<file path="config.mk">
export PLATFORM = sky130hd
export DESIGN_NAME = taus88_step
export DESIGN_NICKNAME = d
export VERILOG_FILES = /design/src/rtl/tausworth_checker_pkg.sv /design/src/rtl/tausworth_checker_taus88_step.sv
export SDC_FILE = /design/constraint.sdc
export NUM_CORES = 1
export LEC_CHECK = 0
export BUFFER_PORTS_ARGS = -buffer_cell sky130_fd_sc_hd__buf_4
export CORE_AREA = 2 2 87 89
export DETAILED_ROUTE_END_ITERATION = 8
export DIE_AREA = 0 0 89 91
export GPL_TIMING_DRIVEN = 0
export SLEW_MARGIN = 20
export SYNTH_ARGS = -nofsm -noshare
export SYNTH_HDL_FRONTEND = slang
export SYNTH_SLANG_ARGS = --single-unit
</file>
<file path="constraint.sdc">
create_clock -name vclk -period 0.8
set_clock_uncertainty 0.05 [all_clocks]
set_input_delay 0.04 -clock vclk [all_inputs]
set_output_delay 0.04 -clock vclk [all_outputs]
set_load 0.05 [all_outputs]
</file>
<file path="src/rtl/tausworth_checker_pkg.sv">
// Shared definitions for the taus88 stream checker.
// Holds the taus88 shift/mask constants, the checker FSM state type and
// the packed three-word generator state.
package tausworth_checker_pkg;

  localparam logic TRUE  = 1'b1;
  localparam logic FALSE = 1'b0;

  // taus88 component 1
  localparam logic [31:0] S1_MASK  = 32'hFFFF_FFFE;
  localparam int unsigned S1_SHL_A = 12;
  localparam int unsigned S1_SHL_B = 13;
  localparam int unsigned S1_SHR   = 19;
  // taus88 component 2
  localparam logic [31:0] S2_MASK  = 32'hFFFF_FFF8;
  localparam int unsigned S2_SHL_A = 4;
  localparam int unsigned S2_SHL_B = 2;
  localparam int unsigned S2_SHR   = 25;
  // taus88 component 3
  localparam logic [31:0] S3_MASK  = 32'hFFFF_FFF0;
  localparam int unsigned S3_SHL_A = 17;
  localparam int unsigned S3_SHL_B = 3;
  localparam int unsigned S3_SHR   = 11;

  typedef enum logic [1:0] {
    ST_IDLE  = 2'd0,
    ST_CHECK = 2'd1,
    ST_FAIL  = 2'd2
  } state_e;

  typedef struct packed {
    logic [31:0] s1;
    logic [31:0] s2;
    logic [31:0] s3;
  } taus_state_t;

endpackage

</file>
<file path="src/rtl/tausworth_checker_taus88_step.sv">
// One combinational taus88 step.
//   s_i   : current {s1,s2,s3}
//   s_o   : next {s1',s2',s3'}
//   out_o : s1'^s2'^s3', the generator word produced by this step
module taus88_step
  import tausworth_checker_pkg::*;
(
  input  taus_state_t s_i,
  output taus_state_t s_o,
  output logic [31:0] out_o
);

  always_comb begin
    s_o.s1 = ((s_i.s1 & S1_MASK) << S1_SHL_A) ^ (((s_i.s1 << S1_SHL_B) ^ s_i.s1) >> S1_SHR);
    s_o.s2 = ((s_i.s2 & S2_MASK) << S2_SHL_A) ^ (((s_i.s2 << S2_SHL_B) ^ s_i.s2) >> S2_SHR);
    s_o.s3 = ((s_i.s3 & S3_MASK) << S3_SHL_A) ^ (((s_i.s3 << S3_SHL_B) ^ s_i.s3) >> S3_SHR);
    out_o  = s_o.s1 ^ s_o.s2 ^ s_o.s3;
  end

endmodule

</file>
Yosys cells after proc, flatten, opt, wreduce, memory -nomap -nowiden
Index checks and enable logic that the tools add are counted.
- flip-flop bits (word level): 0
- input bits: 96
- logic and storage cells: 8
- bitwise logic cells: 8
- operators with widths (cell ; count):
    32-bit XOR ; 5
    32-bit by 13-bit XOR with 32-bit output ; 1
    32-bit by 21-bit XOR with 32-bit output ; 1
    32-bit by 7-bit XOR with 32-bit output ; 1

Longest topological paths before layout
- word-level depth: 4
- mapped depth: 2
- gate-level depth less buffers: 2

Least setup slack after synthesis
OpenSTA, ideal clock, no wires.
- kind: input to output
- from: input s_i[11] in the netlist's numbering
- to: output out_o[0]
- arrival: 1631 ps
- slack: -921 ps
- cell stages on the path: 2
- path buffers: 0
- cell sequence: xor2_1 > xor3_1
- word-level cells in the longest chain between the ends: 3
- ends and longest elaborated chain (what ; line ; text):
    from (decl) ; tausworth_checker_taus88_step.sv:8 ; input taus_state_t s_i,
    32-bit XOR ; tausworth_checker_taus88_step.sv:16 ; s_o.s3 = ((s_i.s3 & S3_MASK) << S3_SHL_A) ^ (((s_i.s3 << S3_SHL_B) ^ s_i.s3) >> S3_SHR);
    32-bit by 21-bit XOR with 32-bit output ; tausworth_checker_taus88_step.sv:16 ;
    32-bit XOR ; tausworth_checker_taus88_step.sv:17 ; out_o = s_o.s1 ^ s_o.s2 ^ s_o.s3;
    to (decl) ; tausworth_checker_taus88_step.sv:10 ; output logic [31:0] out_o
No other way between the ends.

Worst setup path after layout
- from: input s_i[12] in the netlist's numbering
- to: output out_o[4]
Same word-level chain as after synthesis.

==> tab_implementation.tex <==
\begin{tabular}{lr}
\hline
Metric & Value \\
\hline
\multicolumn{2}{l}{\textbf{Power}} \\
\quad Power density over the cells & 1370 mW/mm2 \\
\quad Switching portion of total power & 56.5\% \\
\quad Cell-internal power & 3.06 mW \\
\quad Proportion of power drawn by combinational gates & 100.0\% \\
\quad Peak VDD IR & 0.926 mV \\
\quad Power share of the clock group & 0\% \\
\quad Sequential share of power & 0\% \\
\quad Leakage power figure & 2.41 nW \\
\quad Switching power of the nets & 3.97 mW \\
\multicolumn{2}{l}{\textbf{Drt}} \\
\quad Routed wire length per instance & 14.3 um \\
\quad Number of remaining DRC errors & 0 \\
\quad Vias after detailed routing & 1841 \\
\quad Number of design-rule violations left by the first detailed-router iteration & 10 \\
\quad WL final & 6940 um \\
\quad Post-detailed-route count of antenna-violating nets & 0 \\
\quad Pre-antenna DRT Iters & 2 \\
\quad Routed vias/inst & 3.80 \\
\multicolumn{2}{l}{\textbf{Setup path}} \\
\quad Critical Setup Path Class & primary input to output port \\
\quad Required time at the worst-slack endpoint & 710 ps \\
\quad Delay of the slowest critical-path stage & 470 ps \\
\quad Number of buffers and inverters on the critical path & 2 \\
\quad List of cells traversed by the critical path & buf\_12, xor2\_4, xor3\_2, buf\_8 \\
\quad Sort of element at the start of the critical path & primary input \\
\quad Signal arrival time at the worst endpoint & 960 ps \\
\quad Master of the slowest instance on the critical path & sky130\_fd\_sc\_hd\_\_xor3\_2 \\
\quad Critical Path End Type & output port \\
\quad Maximum fanout count along the critical path & 4 \\
\quad Family with the most delay on the worst path & XOR/XNOR gates \\
\multicolumn{2}{l}{\textbf{Timing}} \\
\quad Number of failing setup endpoints in the final timing report & 19 \\
\quad Slew @ Worst Pin & 237 ps \\
\quad Maximum clock rate & 956 MHz \\
\quad Final Hold Vio Count & 0 \\
\quad Minimum period implied by the final worst setup slack & 1050 ps \\
\quad Setup repair after global routing missed its margin & true \\
\quad Worst slew margin relative to its limit & 84.1\% \\
\quad Pins over their slew limit & 0 \\
\quad Final critical-path share of the clock period & 131\% \\
\quad Final hold slack & 341 ps \\
\quad Final worst slack & -246 ps \\
\multicolumn{2}{l}{\textbf{Synth}} \\
\quad Cell area after synthesis & 0.00141 mm2 \\
\quad Synthesized instance count & 147 \\
\quad Share of synthesized area occupied by flip-flops and latches & 0\% \\
\quad Mean Syn Cell Area & 9.62 um2 \\
\quad Synthesis warning total & 0 \\
\quad Unique masters post-synth & 4 \\
\quad Mapped Nets & 243 \\
\multicolumn{2}{l}{\textbf{Cells and area}} \\
\quad FFs \& Latches & 0 \\
\quad Area taken by flip-flops and latches & 0 um2 \\
\quad Layout clock buffer count & 0 \\
\quad Post-route design area & 0.00512 mm2 \\
\quad Area growth from synthesis to layout & 262\% \\
\quad Proportion of layout cells with a drive suffix above 1 & 99.7\% \\
\quad Leading cell types in the layout, fill and taps excluded & 225 x sky130\_fd\_sc\_hd\_\_buf\_4, 41 x sky130\_fd\_sc\_hd\_\_xor2\_4, 34 x sky130\_fd\_sc\_hd\_\_buf\_6, 22 x sky130\_fd\_sc\_hd\_\_xnor2\_4, 18 x sky130\_fd\_sc\_hd\_\_buf\_12 \\
\quad Total Nets Final & 484 \\
\quad Antenna diodes & 0 \\
\quad FILL cells & 529 \\
\quad Most frequent standard cell in the layout excluding fill and tap cells & sky130\_fd\_sc\_hd\_\_buf\_4 \\
\multicolumn{2}{l}{\textbf{Global route}} \\
\quad Number of antenna violations at the first check in global routing & 0 \\
\quad Vias in the first global route & 2059 \\
\quad Pin count of the biggest net entering global routing & 5 \\
\quad Aggregate global routing overflow & 0 \\
\quad Wire length of the first global-routing pass & 10500 um \\
\quad Aggregate global-route resource usage & 16.5\% \\
\multicolumn{2}{l}{\textbf{Floorplan}} \\
\quad Core area & 0.00714 mm2 \\
\quad Initial standard-cell utilization of the core & 19.8\% \\
\quad Die height & 91 um \\
\quad X dimension of the die & 89 um \\
\quad Io pins & 224 \\
\quad Rows & 31 \\
\quad Area of the die & 0.00810 mm2 \\
\multicolumn{2}{l}{\textbf{Place}} \\
\quad Placement Cell Area & 0.00418 mm2 \\
\quad HPWL Detailed & 5900 um \\
\quad Count of input and output buffers & 216 \\
\quad Weighted congestion at the end of routability-driven global placement & 0.770 \\
\multicolumn{2}{l}{\textbf{Clock network}} \\
\quad Post-CTS Hold Buffers & 0 \\
\multicolumn{2}{l}{\textbf{Status}} \\
\quad Violated checks & negative setup slack \\
\quad Status & complete, but fails checks \\
\multicolumn{2}{l}{\textbf{Run}} \\
\quad MaxCap Viol Count & 0 \\
\multicolumn{2}{l}{\textbf{Worst hold path}} \\
\quad Hold Path Class & primary input to output port \\
\hline
\end{tabular}
[worst paths after layout]
| kind | start | end | slack, ps | depth (start not counted) |
|---|---|---|---|---|
| setup / recovery | s_i[12] | out_o[4] | -250 | 4 |
| hold / removal | s_i[49] | out_o[21] | 340 | 3 |
[metal layers]
layer	wire [um]	up-vias	part of all wire, %	track usage (%)
met5	0	-	0	0
met1	1760	851	25	15.4
met2	4320	113	62	35.1
met3	786	6	11	4.27
met4	72	0	1.0	1.37
li1	-	871	-	-
[metrics by stage]
stage	worst slack (ps)	setup TNS [ps]	cells	power [mW]	utilization, %
after floorplan	-350	-4100	147	4.17	-
after detailed placement	-339	-6250	462	6.10	58.5
after CTS	-237	-3080	481	6.97	69.6
after global routing	-269	-3610	485	7.29	71.8
after global placement	-328	-5890	462	6.06	58.5
final	-246	-3050	485	7.03	71.8
[synth_stat cells]
cell | count | share of area, %
sky130_fd_sc_hd__xnor2_1 | 38 | 24
sky130_fd_sc_hd__xor2_1 | 41 | 25
sky130_fd_sc_hd__buf_4 | 55 | 29
sky130_fd_sc_hd__xor3_1 | 13 | 22
[tightest hold or removal path, delay by kind of cell]
kind | cells | cell delay [ps]
XOR/XNOR | 1 | 70
buffers and inverters | 2 | 240
[what timing repair did]
item,in CTS,in global routing
gates resized for setup,130,24
hold endpoints to repair,0,0
pin swaps,41,23
gates cloned,0,0
setup buffers,19,4
setup endpoints to repair,32,31
[cells by family after synthesis]
kind of cell / after synthesis / synth area share, %
buf+inv: 55 / 29.2
xor+xnor: 92 / 70.8
[power by group through the flow]
| stage | registers (mW) | clock network (mW) | logic [mW] |
|---|---|---|---|
| after floorplan | 0 | 0 | 4.17 |
| after global placement | 0 | 0 | 6.06 |
| after detailed placement | 0 | 0 | 6.10 |
| after CTS | 0 | 0 | 6.97 |
| after global routing | 0 | 0 | 7.29 |
| final | 0 | 0 | 7.03 |
[final cells by class]
class	count	area, um2	area share (%)
repair buffers	239	2270	44.4
plain buffers	55	413	8.06
well taps	99	124	2.42
multi-input cells	92	2310	45.1
(Power assumes the default switching activity.)
